**src/rtl/tdes_pkg.sv**
```systemverilog
// Shared types and constants for the iterative DES/TDES round sequencer.
// The state enum and key encodings are used by the sequencer and its key-order map.
package tdes_pkg;

   typedef enum logic [2:0] {
      IDLE    = 3'd0,
      ROUND   = 3'd1,
      CAPTURE = 3'd2,
      FEED    = 3'd3,
      DONE    = 3'd4
   } seq_state_t;

   localparam logic [1:0] KEY_K1 = 2'd0;
   localparam logic [1:0] KEY_K2 = 2'd1;
   localparam logic [1:0] KEY_K3 = 2'd2;

   localparam int NUM_ROUNDS_DES  = 16;
   localparam int NUM_PASSES_TDES = 3;

   // True when the pass just finished is the final one for this block.
   function automatic logic is_last_pass(input logic [1:0] pass, input logic tdes);
      return (~tdes) | (pass == 2'(NUM_PASSES_TDES - 1));
   endfunction

endpackage

```
**src/rtl/tdes_round_sequencer_if.sv**
```systemverilog
// Host/datapath handshake bundle for the round sequencer.
// slave = sequencer side, master = host/datapath side.
interface tdes_round_sequencer_if #(parameter int RIDX_W = 4);
   logic              pt_valid;
   logic              pt_ready;
   logic              tdes_en;
   logic              decrypt;
   logic              load_new_pt;
   logic              output_ok;
   logic              pt_src_sel;
   logic [RIDX_W-1:0] round_idx;
   logic [1:0]        key_sel;
   logic              key_dec;
   logic              ct_valid;
   logic              ct_ready;
   logic              busy;

   modport slave (
      input  pt_valid, tdes_en, decrypt, ct_ready,
      output pt_ready, load_new_pt, output_ok, pt_src_sel,
             round_idx, key_sel, key_dec, ct_valid, busy
   );

   modport master (
      output pt_valid, tdes_en, decrypt, ct_ready,
      input  pt_ready, load_new_pt, output_ok, pt_src_sel,
             round_idx, key_sel, key_dec, ct_valid, busy
   );
endinterface

```
**src/rtl/tdes_key_order.sv**
```systemverilog
// Maps the current pass and mode to the key select and schedule direction.
// TDES encrypt runs K1/enc, K2/dec, K3/enc; decrypt runs K3/dec, K2/enc, K1/dec.
module tdes_key_order
   import tdes_pkg::*;
(
   input  logic [1:0] pass,
   input  logic       tdes_en,
   input  logic       decrypt,
   output logic [1:0] key_sel,
   output logic       key_dec
);

   // Key/direction lookup for each pass.
   always_comb begin
      key_sel = KEY_K1;
      key_dec = 1'b0;
      if (!tdes_en) begin
         key_sel = KEY_K1;
         key_dec = decrypt;
      end else begin
         case (pass)
            2'd0: begin
               key_sel = decrypt ? KEY_K3 : KEY_K1;
               key_dec = decrypt;
            end
            2'd1: begin
               key_sel = KEY_K2;
               key_dec = ~decrypt;
            end
            2'd2: begin
               key_sel = decrypt ? KEY_K1 : KEY_K3;
               key_dec = decrypt;
            end
            default: begin
               key_sel = KEY_K1;
               key_dec = 1'b0;
            end
         endcase
      end
   end

endmodule

```
**src/rtl/tdes_round_sequencer.sv**
```systemverilog
// Control FSM for an iterative DES round datapath: 16 rounds per pass,
// optional three-pass TDES chaining, and valid/ready handshakes on both ends.
module tdes_round_sequencer
   import tdes_pkg::*;
#(
   parameter int NUM_ROUNDS = NUM_ROUNDS_DES,
   parameter int RIDX_W     = 4
)(
   input  logic                  clk,
   input  logic                  reset,
   tdes_round_sequencer_if.slave bus
);

   seq_state_t        state_r, state_s;
   logic [1:0]        pass_r;
   logic [RIDX_W-1:0] cnt_r;
   logic              tdes_r, dec_r;

   logic              accept_s, last_round_s, last_pass_s;
   logic [1:0]        ko_pass_s, ko_sel_s;
   logic              ko_tdes_s, ko_dec_in_s, ko_dec_s, key_valid_s;

   assign accept_s     = (state_r == IDLE) & ~reset & bus.pt_valid;
   assign last_round_s = (cnt_r == RIDX_W'(NUM_ROUNDS - 1));
   assign last_pass_s  = is_last_pass(pass_r, tdes_r);

   // The accept cycle is already round 1, so keys come from the live mode inputs there.
   assign ko_pass_s   = (state_r == IDLE) ? 2'd0 : pass_r;
   assign ko_tdes_s   = (state_r == IDLE) ? bus.tdes_en : tdes_r;
   assign ko_dec_in_s = (state_r == IDLE) ? bus.decrypt : dec_r;

   tdes_key_order u_key_order (
      .pass    (ko_pass_s),
      .tdes_en (ko_tdes_s),
      .decrypt (ko_dec_in_s),
      .key_sel (ko_sel_s),
      .key_dec (ko_dec_s)
   );

   // State register plus pass/round counters and the mode latched on accept.
   always_ff @(posedge clk) begin
      if (reset) begin
         state_r <= IDLE;
         pass_r  <= 2'd0;
         cnt_r   <= '0;
         tdes_r  <= 1'b0;
         dec_r   <= 1'b0;
      end else begin
         state_r <= state_s;
         case (state_r)
            IDLE: begin
               if (accept_s) begin
                  tdes_r <= bus.tdes_en;
                  dec_r  <= bus.decrypt;
                  pass_r <= 2'd0;
                  cnt_r  <= RIDX_W'(1);
               end
            end
            ROUND:   cnt_r <= last_round_s ? '0 : cnt_r + RIDX_W'(1);
            CAPTURE: begin
               cnt_r <= '0;
               if (!last_pass_s) begin
                  pass_r <= pass_r + 2'd1;
               end
            end
            FEED:    cnt_r <= RIDX_W'(1);
            DONE: begin
               if (bus.ct_ready) begin
                  pass_r <= 2'd0;
               end
            end
            default: cnt_r <= '0;
         endcase
      end
   end

   // Next-state decode.
   always_comb begin
      state_s = state_r;
      case (state_r)
         IDLE:    state_s = accept_s ? ROUND : IDLE;
         ROUND:   state_s = last_round_s ? CAPTURE : ROUND;
         CAPTURE: state_s = last_pass_s ? DONE : FEED;
         FEED:    state_s = ROUND;
         DONE:    state_s = bus.ct_ready ? IDLE : DONE;
         default: state_s = IDLE;
      endcase
   end

   // Datapath strobes and host handshake outputs.
   always_comb begin
      bus.pt_ready    = (state_r == IDLE) & ~reset;
      bus.load_new_pt = accept_s | (state_r == FEED);
      bus.output_ok   = (state_r == CAPTURE);
      bus.pt_src_sel  = (state_r == FEED);
      bus.round_idx   = (state_r == ROUND) ? cnt_r : '0;
      bus.ct_valid    = (state_r == DONE);
      bus.busy        = (state_r != IDLE);
      key_valid_s     = bus.load_new_pt | (state_r == ROUND) | (state_r == CAPTURE);
      if (key_valid_s) begin
         bus.key_sel = ko_sel_s;
         bus.key_dec = ko_dec_s;
      end else begin
         bus.key_sel = KEY_K1;
         bus.key_dec = 1'b0;
      end
   end

endmodule
```
**src/flat_wrapper.sv**
```systemverilog
// flat-port wrapper written by rule: the top's interface ports become plain ports
module tdes_round_sequencer_flat import tdes_pkg::*;
#(
   parameter int NUM_ROUNDS = NUM_ROUNDS_DES,
   parameter int RIDX_W     = 4
)
  (clk, reset, bus_pt_valid, bus_tdes_en, bus_decrypt, bus_ct_ready, bus_pt_ready, bus_load_new_pt, bus_output_ok, bus_pt_src_sel, bus_round_idx, bus_key_sel, bus_key_dec, bus_ct_valid, bus_busy);
  tdes_round_sequencer_if #(.RIDX_W(RIDX_W)) bus_i ();
  input  logic clk;
  input  logic reset;
  input wire logic [$bits(bus_i.pt_valid)-1:0] bus_pt_valid;
  input wire logic [$bits(bus_i.tdes_en)-1:0] bus_tdes_en;
  input wire logic [$bits(bus_i.decrypt)-1:0] bus_decrypt;
  input wire logic [$bits(bus_i.ct_ready)-1:0] bus_ct_ready;
  output wire logic [$bits(bus_i.pt_ready)-1:0] bus_pt_ready;
  output wire logic [$bits(bus_i.load_new_pt)-1:0] bus_load_new_pt;
  output wire logic [$bits(bus_i.output_ok)-1:0] bus_output_ok;
  output wire logic [$bits(bus_i.pt_src_sel)-1:0] bus_pt_src_sel;
  output wire logic [$bits(bus_i.round_idx)-1:0] bus_round_idx;
  output wire logic [$bits(bus_i.key_sel)-1:0] bus_key_sel;
  output wire logic [$bits(bus_i.key_dec)-1:0] bus_key_dec;
  output wire logic [$bits(bus_i.ct_valid)-1:0] bus_ct_valid;
  output wire logic [$bits(bus_i.busy)-1:0] bus_busy;
  assign bus_i.pt_valid = bus_pt_valid;
  assign bus_i.tdes_en = bus_tdes_en;
  assign bus_i.decrypt = bus_decrypt;
  assign bus_i.ct_ready = bus_ct_ready;
  assign bus_pt_ready = bus_i.pt_ready;
  assign bus_load_new_pt = bus_i.load_new_pt;
  assign bus_output_ok = bus_i.output_ok;
  assign bus_pt_src_sel = bus_i.pt_src_sel;
  assign bus_round_idx = bus_i.round_idx;
  assign bus_key_sel = bus_i.key_sel;
  assign bus_key_dec = bus_i.key_dec;
  assign bus_ct_valid = bus_i.ct_valid;
  assign bus_busy = bus_i.busy;
  tdes_round_sequencer #(.NUM_ROUNDS(NUM_ROUNDS), .RIDX_W(RIDX_W)) u_core (.clk(clk), .reset(reset), .bus(bus_i));
endmodule
```
**config.mk**
```make
export PLATFORM = sky130hd
export DESIGN_NAME = tdes_round_sequencer_flat
export DESIGN_NICKNAME = d
export VERILOG_FILES = /design/src/rtl/tdes_pkg.sv /design/src/rtl/tdes_round_sequencer_if.sv /design/src/rtl/tdes_key_order.sv /design/src/rtl/tdes_round_sequencer.sv /design/src/flat_wrapper.sv
export SDC_FILE = /design/constraint.sdc
export NUM_CORES = 1
export LEC_CHECK = 0
export ABC_AREA = 1
export CAP_MARGIN = 10
export CORE_MARGIN = 4
export CORE_UTILIZATION = 35
export CTS_CLUSTER_SIZE = 14
export DETAILED_ROUTE_END_ITERATION = 10
export HOLD_SLACK_MARGIN = 0.02
export PLACE_DENSITY = 0.69
export SLEW_MARGIN = 20
export SYNTH_ARGS = -nofsm -noshare
export SYNTH_HDL_FRONTEND = slang
export SYNTH_HIERARCHICAL = 1
export SYNTH_SLANG_ARGS = --single-unit
```
**constraint.sdc**
```tcl
create_clock -name clk -period 1.9 [get_ports clk]
set_input_delay 0.38 -clock clk [delete_from_list [all_inputs] [get_ports clk]]
set_output_delay 0.38 -clock clk [all_outputs]
set_load 0.02 [all_outputs]
```
After elaboration in Yosys (flattened, before gate mapping) --
Index checks and enable logic that the tools add are counted.
Cells by class: $add $sub $neg 2, eq/ne operators 11, muxes and demuxes 24, bitwise operators 10, reduce and logical (&&, ||, !) cells 8
Operators by type and width (count):
- 2-to-1 mux 2 bit | 9
- case mux 4 bit (4 select lines) | 1
- case mux 3 bit (5 select lines) | 1
- 2-to-1 mux 4 bit | 3
- case mux 2 bit (3 select lines) | 2
- equality test 3 x 2 -> 1 bit, second input constant | 2
- 2-to-1 mux 3 bit | 2
- nonzero test 3 bit | 2
- 2-to-1 mux 1 bit | 5
- adder 4 x 1 -> 4 bit, second input constant | 1
- equality test 2 bit, second input constant | 2
- equality test 4 bit, second input constant | 1
- inequality test 2 bit, second input constant | 2
- NOT 1 bit | 4
- OR 1 bit | 4
- AND reduction 2 bit | 2
- AND reduction 4 bit | 1
- equality test 3 x 1 -> 1 bit, second input constant | 1
- equality test 3 bit, second input constant | 1
- logical NOT 3 bit | 1
- adder 2 x 1 -> 2 bit, second input constant | 1
- bitwise AND 1 bit | 2
- equality test 2 x 1 -> 1 bit, second input constant | 1
- logical NOT 2 bit | 1
- other kinds (3) | 3
Word-level totals: register bits 11, input port bits 6, output and inout bits 13, word-level logic and storage cells 60

Depth between registers and ports, before layout --
Gate-level depths: netlist of the first run.
depth in word-level cells 7, depth in mapped cells 10, gate-level depth less buffers 10

Cells and area by module --
The synthesis of the first run kept the hierarchy.
By module, submodules not included:
- tdes_round_sequencer | times used 1, cells an instance 113, area an instance 721.9 um^2, sequential area each 220.2 um^2
- tdes_key_order | times used 1, cells an instance 10, area an instance 42.5 um^2, sequential area each 0.0 um^2

Least setup slack after synthesis of the first run --
OpenSTA, ideal clock, no wires.
kind reg-to-output, from register u_core.state_r[0], to output port bus_key_sel[1], arrival time 1.488 ns, required time 1.520 ns, slack 0.032 ns, cell stages (with the launch flop) 9, path buffers 0, path through dfxtp_1 nor2_4 nand2_4 inv_1 o21ai_0 o21bai_1 nor2_1 inv_1 nor2_1
On the way: elaborated cells on any way between the ends 20, classes of those cells eq/ne: 5; mux: 8; bitwise: 5; reduce/logical: 2
RTL lines:
- start: declaration | line tdes_round_sequencer.sv:14 | seq_state_t state_r, state_s;
- start signal: assignment | line tdes_round_sequencer.sv:49 | state_r <= state_s;
- logical NOT 3 bit * | line tdes_round_sequencer.sv:30 | assign ko_dec_in_s = (state_r == IDLE) ? bus.decrypt : dec_r;
- 2-to-1 mux 1 bit * | line tdes_round_sequencer.sv:30
- named net u_core.ko_dec_in_s | line tdes_round_sequencer.sv:21 | logic ko_tdes_s, ko_dec_in_s, ko_dec_s, key_valid_s;
- 2-to-1 mux 2 bit, on equally long branches | line tdes_key_order.sv:31, tdes_key_order.sv:23
- case mux 2 bit (3 select lines) * | line tdes_key_order.sv:21 | case (pass)
- 2-to-1 mux 2 bit * | line tdes_key_order.sv:17 | if (!tdes_en) begin
- named net u_core.ko_sel_s[1] | line tdes_round_sequencer.sv:20 | logic [1:0] ko_pass_s, ko_sel_s;
- 2-to-1 mux 2 bit * | line tdes_round_sequencer.sv:100 | if (key_valid_s) begin
- end: declaration | line flat_wrapper.sv:20 | output wire logic [$bits(bus_i.key_sel)-1:0] bus_key_sel;
Mark *: on every way through the listed nets, which the timed path passes. The rest lies on a longest branch.

Worst setup path in the final report of the first run --
from register u_core.state_r[1], to output port bus_key_sel[1]
The elaborated chain is that of the path after synthesis.

==> results of run 1 <==
## power by group through the flow
stage	Clock (uW)	Sequential, uW	Combinational, uW
after floorplan	0	256	97.5
after global placement	0	255	169
after detailed placement	0	255	172
after CTS	172	250	185
after global routing	175	252	226
final	164	250	201
## through the flow
step,std cells,area [sq um]
floorplan,123,764
global placement,184,1100
detailed placement,184,1100
CTS,190,1150
global route,191,1190
finish,191,1190
## worst register-to-register path, cell delays in order, from the launching register on
cell and delay, ns:
dfxtp_2 0.34, nor2_4 0.13, nand2_4 0.07, buf_4 0.15, nor2_4 0.09, nand2_2 0.07, buf_4 0.13, buf_4 0.13
o21ai_0 0.14, a21oi_1 0.05
## cells in the mapped netlist
cell type,instances,area [sq um]
nand2_2,4,25.0
o21ai_0,5,25.0
a21oi_1,9,45.0
a22oi_1,1,7.51
nor2_4,2,22.5
dfxtp_1,11,220
o21bai_1,1,7.51
o211ai_1,1,7.51
xor2_1,1,8.76
buf_2,1,5.00
nand2_4,1,11.3
ha_1,2,25.0
or2_2,1,6.26
nor2_1,25,93.8
inv_2,1,3.75
nand3_1,5,25.0
a31oi_4,1,21.3
inv_1,24,90.1
nand2_1,22,82.6
nor2_2,3,18.8
nand4_1,2,12.5
## per-layer routing
metal / share of wire (%) / GRT usage, % / vias to the layer above
met5: 0 / 0 / -
met4: 0 / 3.32 / 0
met3: 5.0 / 4.09 / 0
met2: 50 / 27.2 / 18
met1: 45 / 19.2 / 386
li1: - / - / 467
## cell type report
cell class	instances	area, sq um
multi-input combinational	86	495
clock buffer	4	26.3
tap	27	33.8
timing repair buffer	38	308
sequential	11	223
fill	183	830
inverter	25	106
## worst min-delay path by stage
| stage | from | end | slack [ns] | cells past startpoint |
|---|---|---|---|---|
| after floorplan | u_core/dec_r$_SDFFE_PP0P_ | u_core/dec_r$_SDFFE_PP0P_ | 0.42 | 2 |
| after global placement | u_core/dec_r$_SDFFE_PP0P_ | u_core/dec_r$_SDFFE_PP0P_ | 0.44 | 2 |
| after detailed placement | u_core/dec_r$_SDFFE_PP0P_ | u_core/dec_r$_SDFFE_PP0P_ | 0.44 | 2 |
| after CTS | u_core/dec_r$_SDFFE_PP0P_ | u_core/dec_r$_SDFFE_PP0P_ | 0.48 | 2 |
| after global routing | u_core/cnt_r[3]$_SDFFE_PP0P_ | u_core/cnt_r[3]$_SDFFE_PP0P_ | 0.49 | 2 |
| final | u_core/cnt_r[3]$_SDFFE_PP0P_ | u_core/cnt_r[3]$_SDFFE_PP0P_ | 0.47 | 2 |
## sequential cells by signal, summed over array words and instances (netlist names)
signal and count:
u_core/cnt_r 4, u_core/dec_r 1, u_core/tdes_r 1, u_core/state_r 3
u_core/pass_r 2
## logic make-up (layout without fill, tap and decap cells)
kind of cell               count (synthesis)  after routing  synth area share (%)
adders and majority gates                  2              2                  3.27
and+or+nand+nor                           65             65                  39.0
AOI/OAI and AO/OA                         18             18                  14.9
xor gates and xnor gates                   1              1                  1.15
buffers and inverters                     26             67                  12.9
DFF                                       11             11                  28.8
## repair_timing
action,4_1_cts,5_1_grt
endpoints found under the setup margin,12,9
buffers inserted,2,1
gates cloned,0,0
pin swaps,4,8
gates resized for setup,39,25
==> results.toml, run 1 <==
[worst_setup_path]
reg2reg_slack_ns = 0.49
r2r_cells = 9
required_ns = 1.52
r2r-start = "u_core/state_r[1]$_SDFF_PP0_"
endpoint = "bus_key_sel[1]"
max_stage_delay_ns = 0.34
cp.depth = 11
critPathArrivalTime_ns = 1.58
path_max_fanout = 6
endpoint_kind = "primary output"
cp-startpoint = "u_core/state_r[1]$_SDFF_PP0_"
crit_buf_inv = 4
cpMaxStageDelayCell = "dfxtp_2"
r2r_end = "u_core/dec_r$_SDFFE_PP0P_"
path_delay_family = "simple AND/OR/NAND/NOR gates"
worstSetupPathType = "flip-flop to primary output"
start_kind = "flip-flop"
path_cells = "nor2_4 > nand2_4 > buf_12 > clkinv_8 > nand2_4 > o21ai_4 > o21bai_1 > nor2_1 > inv_1 > nor2_1 > buf_4"

[worst_hold_path]
hold_class = "flip-flop to flip-flop"

[global_routing]
grt_antenna_before_repair = 0
grt_pass1_vias = 827
track_usage_pct = 15.7
grt_pass1_wl_mm = 3.42
globalRouteOverflowTotal = 0
grt_max_degree = 9

[pwr]
swShare_pct = 32.2
seq_power_share_pct = 40.7
switching_power_uw = 198
clkPwrFrac_pct = 26.6
comb_power_share_pct = 32.7
p_leak_uw = 0.000575
power.density_nw_per_um2 = 516
power.internal_uw = 418
power_uw = 616
ir_drop_v = 0.000390

[floorplanning]
core_area_sq_um = 2020
io_pins = 19
fp.dieArea_sq_um = 3000
num_rows = 16
die_x_microns = 54.7
start_util_pct = 37.8
die_height_microns = 54.7

[placement]
port_buffers = 18
place_hpwl_mm = 1.58
pre_cts_ws_ns = -0.492
gp_congestion = 0.810

[sta]
relSlewSlack_pct = 78.0
finalHoldViolations = 0
min_period_ns = 1.96
hold_slack_ns = 0.474
setup_violations = 3
drv_slew = 0
rsz0062_at_grt = "yes"
setup_ws_ns = -0.0553
clock_skew_ns = 0.00628
worstMarginPinSlew_ns = 0.328
setup_tns_ns = -0.139
min_period_over_period_pct = 103
timing.fmax_mhz = 511

[outcome]
status = "complete, but fails checks"
violations = "setup timing"

[clocking]
htree_levels = 1
root_buffer = "clkbuf_4"
cts_num_sinks = 11
cts_tree = "done"
cts_buffer_depth = 2
numCtsBuffers = 3
clk_latency_ns = 0.27
clkTransAtPathRegs_ns = 0.08
ctsHoldBuffers = 0

[route]
drc_errors = 0
ant_nets = 0
routed_wirelength_mm = 1.94
drtPass1Iterations = 4
post_drt_wl_per_cell_microns = 10.2
via_per_inst = 4.56
drt_iter0_drc = 12
num_vias = 871

[yosys]
ys_ff_latch = 11
synthDistinctLibCells = 21
synth_area_sq_um = 764
syn_avg_cell_area_sq_um = 6.22
synth.yosys.seq_area_share_pct = 28.8
syn-num-nets = 131
yosysWarnings = 6
synth_cells = 123

[flow_run]
cap_violations = 0

[finish]
final_common_cell = "inv_1"
final_nets = 173
drive_above_1_share_pct = 34.8
fin_util_pct = 59.0
final_cell_mix = "23 x inv_1, 22 x buf_4, 22 x nor2_1"
area_growth_pct = 56.0
diodes = 0
Note: power is estimated with default switching activity, not from simulation.
==> run 2: changes to the inputs <==
==> constraint.sdc (replaced) <==
create_clock -name clk -period 2.1 [get_ports clk]
set_input_delay 0.42 -clock clk [delete_from_list [all_inputs] [get_ports clk]]
set_output_delay 0.42 -clock clk [all_outputs]
set_load 0.02 [all_outputs]
==> run 2 against run 1 <==
  * The run now ends clean
  * Worst setup slack gained 0.19 ns
  * Count of clock-buffer cells in the layout shrank 1
  * Power shrank 13%
  * Hold slack lost 0.00052 ns
  * Non-clock buffer count shrank 6
  * Die area is the same
  * Combinational power shrank 25%
  * Clock power shrank 6%
  * Sequential share of layout area grew 1.3 points
  * Routed wire length grew 2.3%
==> results.toml, run 2 (synthesized netlist as in run 1, its figures left out) <==
[pwr]
power_uw = 533
ir_drop_v = 0.000242
comb_power_share_pct = 28.4
power.density_nw_per_um2 = 484
p_leak_uw = 0.000578
power.internal_uw = 354
swShare_pct = 33.5
clkPwrFrac_pct = 28.9
switching_power_uw = 179
seq_power_share_pct = 42.7

[worst_setup_path]
endpoint_kind = "primary output"
worstSetupPathType = "flip-flop to primary output"
start_kind = "flip-flop"
path_cells = "nor2_4 > nand2_4 > inv_4 > nand2_1 > o21ai_2 > a21oi_1 > nor2_1 > inv_1 > nor2_1 > buf_2"
path_max_fanout = 6
critPathArrivalTime_ns = 1.55
max_stage_delay_ns = 0.34
crit_top_cell = "nor2_1"
required_ns = 1.68
cpMaxStageDelayCell = "dfxtp_1"

[floorplanning]
io_pins = 19
core_area_sq_um = 2020
die_height_microns = 54.7
die_x_microns = 54.7
start_util_pct = 37.8
num_rows = 16
fp.dieArea_sq_um = 3000

[sta]
setup_violations = 0
min_period_over_period_pct = 93.7
setup_ws_ns = 0.132
min_period_ns = 1.97
relSlewSlack_pct = 78.3
timing.fmax_mhz = 508
clock_skew_ns = 0.00843
finalHoldViolations = 0
hold_slack_ns = 0.473
worstMarginPinSlew_ns = 0.325
rsz0062_at_grt = "yes"
drv_slew = 0

[clocking]
clk_latency_ns = 0.28
root_buffer = "clkbuf_4"
cts_setup_buffers = 0
htree_levels = 1
clkTransAtPathRegs_ns = 0.09
cts_buffer_depth = 2
cts_tree = "done"
cts_num_sinks = 11
numCtsBuffers = 3

[finish]
final_common_cell = "nor2_1"
fillerInstances = 203
area_growth_pct = 44.0
diodes = 0
top_regs = "u_core/cnt_r: 4 flops, u_core/state_r: 3 flops, u_core/pass_r: 2 flops"
top_register = "u_core/cnt_r"
fin_cells = 185
drive_above_1_share_pct = 24.7
fin_area_sq_um = 1100
final_cell_mix = "24 x nor2_1, 23 x inv_1, 22 x nand2_1"
final_nets = 167
largest_reg_flops = 4

[route]
routed_wirelength_mm = 1.98
drt_iter0_drc = 27
drtPass1Iterations = 4
num_vias = 843
ant_nets = 0
drc_errors = 0
via_per_inst = 4.56
post_drt_wl_per_cell_microns = 10.7

[global_routing]
grt_max_degree = 9
grt_pass1_vias = 738
globalRouteOverflowTotal = 0
grt_pass1_wl_mm = 3.07
track_usage_pct = 14.4
grt_antenna_before_repair = 0

[placement]
dpl_cell_area_sq_um = 1080
gp_congestion = 0.838
port_buffers = 18
place_hpwl_mm = 1.58
pre_cts_ws_ns = -0.385
dp_cells = 181

[worst_hold_path]
hold_class = "flip-flop to flip-flop"

[flow_run]
cap_violations = 0

[outcome]
status = "finished clean"
==> run 2: worst paths after layout <==
kind	from	end	slack, ns	cells after the start
max	u_core/state_r[1]$_SDFF_PP0_	bus_key_dec	0.13	10
min	u_core/cnt_r[3]$_SDFFE_PP0P_	u_core/cnt_r[3]$_SDFFE_PP0P_	0.47	2
max reg2reg	u_core/state_r[1]$_SDFF_PP0_	u_core/dec_r$_SDFFE_PP0P_	0.67	9
min reg2reg	u_core/cnt_r[3]$_SDFFE_PP0P_	u_core/cnt_r[3]$_SDFFE_PP0P_	0.47	2
==> run 2: metal layers <==
layer  GRT usage [%]  vias up  share of wire [%]
met3            2.45        6                5.6
li1                -      448                  -
met4            6.22        0                1.7
met1            18.4      362                 46
met5               0        -                  0
met2            23.4       27                 46
==> run 2: repair_timing <==
action / 4_1_cts / 5_1_grt
setup endpoints to repair: 10 / 6
hold buffers: 0 / 0
resized for setup: 23 / 9
==> run 2: metrics by stage <==
| stage | TNS (ns) | util (%) |
|---|---|---|
| after detailed placement | -1.46 | 53.3 |
| after global routing | -0.0116 | 54.5 |
| final | 0 | 54.5 |
| after floorplan | 0 | - |
| after global placement | -1.40 | 53.3 |
| after CTS | 0 | 53.7 |
==> run 2: worst max-delay path: cells and delay by family, from the launching register on <==
family | cells | cell delay (ns)
flip-flops | 1 | 0.34
buffers and inverters | 3 | 0.28
AO/OA/AOI/OAI | 2 | 0.17
AND/OR/NAND/NOR | 5 | 0.48
==> run 2: final cells by class <==
class / count / area [sq um] / area share (%)
sequential: 11 / 220 / 20.0
timing repair buffer: 32 / 268 / 24.3
tap: 27 / 33.8 / 3.07
clock inverter: 1 / 5.00 / 0.455
clock buffer: 3 / 22.5 / 2.05
multi-input combinational: 86 / 455 / 41.4
inverter: 25 / 96.3 / 8.75
==> run 2: power groups by stage <==
stage / Clock [uW] / Combinational (uW) / Sequential [uW]
after CTS: 158 / 147 / 227
after global routing: 173 / 169 / 228
final: 154 / 151 / 227
after floorplan: 0 / 88.2 / 231
after global placement: 0 / 147 / 231
after detailed placement: 0 / 150 / 232
==> run 3: changes to the inputs <==
==> constraint.sdc (replaced) <==
create_clock -name clk -period 2.1 [get_ports clk]
set_input_delay 0.42 -clock clk [delete_from_list [all_inputs] [get_ports clk]]
set_output_delay 0.42 -clock clk [all_outputs]
set_load 0.005 [all_outputs]
==> run 3 against run 2 <==
  * Final cell count unchanged
  * Clock skew is 0.0077 ns lower
  * Critical path type unchanged
  * Routed wire length rose by 3.3%
  * Non-clock buffer count stayed put
  * Power is 0.87% lower
  * Sequential share of layout area is 0.22 points lower
  * Largest power group unchanged
  * Maximum frequency down 1.6%
  * Worst setup slack worse by 0.031 ns
  * Die area unchanged
  * Hold slack got worse by 0.013 ns
  * Utilization grew 1.2 points
==> results.toml, run 3 (synthesized netlist as in run 1, its figures left out) <==
[sta]
clock_skew_ns = 0.000690
rsz0062_at_grt = "no"
min_period_ns = 2.00
timing.fmax_mhz = 500
min_period_over_period_pct = 95.2
setup_violations = 0
drv_slew = 0
relSlewSlack_pct = 78.9
finalHoldViolations = 0
worstMarginPinSlew_ns = 0.315
hold_slack_ns = 0.460

[finish]
final_common_cell = "nor2_1"
diodes = 0
top_regs = "u_core/cnt_r: 4 flops, u_core/state_r: 3 flops, u_core/pass_r: 2 flops"
top_register = "u_core/cnt_r"
area_growth_pct = 47.3
largest_reg_flops = 4
multi_input_comb_area_sq_um = 460
final_cell_mix = "24 x nor2_1, 23 x inv_1, 22 x nand2_1"
fin_area_sq_um = 1130
fillerInstances = 199
drive_above_1_share_pct = 24.7
final_nets = 167
regArea_sq_um = 223

[flow_run]
cap_violations = 0

[clocking]
clkTransAtPathRegs_ns = 0.07
clk_latency_ns = 0.27
htree_levels = 1
numCtsBuffers = 3
cts_num_sinks = 11
root_buffer = "clkbuf_4"
cts_tree = "done"
cts_buffer_depth = 2

[global_routing]
grt_max_degree = 9
grt_pass1_wl_mm = 3.26
globalRouteOverflowTotal = 0
grt_antenna_before_repair = 0
track_usage_pct = 15.1
grt_pass1_vias = 790

[route]
ant_nets = 0
via_per_inst = 4.70
num_vias = 869
routed_wirelength_mm = 2.05
drt_iter0_drc = 27
drc_errors = 0
drtPass1Iterations = 4
post_drt_wl_per_cell_microns = 11.1

[worst_setup_path]
worstSetupPathType = "flip-flop to primary output"
start_kind = "flip-flop"
reg2reg_slack_ns = 0.64
required_ns = 1.68
endpoint_kind = "primary output"
path_max_fanout = 5
critPathArrivalTime_ns = 1.58

[worst_hold_path]
hold_class = "flip-flop to flip-flop"

[outcome]
status = "finished clean"

[pwr]
power.density_nw_per_um2 = 469
ir_drop_v = 0.000254
p_leak_uw = 0.000600

[floorplanning]
start_util_pct = 37.8
fp.dieArea_sq_um = 3000
io_pins = 19
die_x_microns = 54.7
core_area_sq_um = 2020
die_height_microns = 54.7
num_rows = 16

[placement]
place_hpwl_mm = 1.60
port_buffers = 18
gp_congestion = 0.819
dpl_cell_area_sq_um = 1060
## run 3: cell count changes in the layout (fill, tap and decap cells not counted), sizes merged
| cell | before | now |
|---|---|---|
| dlygate4sd2 | 6 | 2 |
| dlymetal6s2s | 2 | 5 |
| buf | 17 | 14 |
| clkbuf | 4 | 7 |
| clkinv | 1 | 0 |
| clkdlybuf4s50 | 6 | 8 |
## run 3: per-layer routing
metal  vias up  global-route usage (%)  wire length, microns
li1        450                       -                     -
met4         0                    6.22                    21
met5         -                       0                     0
met2        24                    26.0                   987
met1       393                    18.4                   907
met3         2                    2.45                   130
## run 3: repair_timing
| item | CTS | global route |
|---|---|---|
| cloned | 0 | 0 |
| pin swaps | 1 | 6 |
| resized for setup | 12 | 16 |
| setup buffers | 0 | 2 |
| hold buffers | 0 | 0 |
| setup endpoints to repair | 7 | 9 |
## run 3: through the flow
step / instances / total power [uW] / setup TNS (ns) / util [%] / setup slack [ns]
after CTS: 183 / 530 / 0 / 54.1 / 0.0286
after detailed placement: 179 / 372 / -1.00 / 52.6 / -0.287
after global placement: 179 / 367 / -0.919 / 52.6 / -0.262
after floorplan: 123 / 310 / 0 / - / 0.422
final: 185 / 528 / 0 / 55.7 / 0.101
after global routing: 185 / 562 / 0 / 55.7 / 0.00830
## run 3: critical path: stages (launching register included)
cell and delay (ns):
dfxtp_1 0.33, inv_2 0.08, buf_6 0.13, nand2_2 0.07, inv_1 0.06, nand2_1 0.09
inv_1 0.06, clkdlybuf4s50_1 0.49
## run 3: area by class of cell
cell class / instances / share of cell area, %
Sequential cell: 11 / 19.8
Multi-Input combinational cell: 86 / 40.9
Timing Repair Buffer: 32 / 25.2
Clock buffer: 4 / 2.33
Tap cell: 27 / 3.00
Inverter: 25 / 8.78
## run 3: report_power, final
group	internal (uW)	leakage (uW)	switching [uW]
registers	220	0.0000907	8.82
logic	66.2	0.000495	80.9
clock network	73.7	0.0000150	78.7
total	359	0.000600	168
## run 3: final timing paths
path                                 from                      endpoint  depth (start not counted)
min reg2reg  u_core/cnt_r[3]$_SDFFE_PP0P_  u_core/cnt_r[3]$_SDFFE_PP0P_                          2
max reg2reg  u_core/state_r[0]$_SDFF_PP0_  u_core/cnt_r[0]$_SDFFE_PP0P_                         11
max          u_core/state_r[2]$_SDFF_PP0_                bus_pt_src_sel                          7
min          u_core/cnt_r[3]$_SDFFE_PP0P_  u_core/cnt_r[3]$_SDFFE_PP0P_                          2
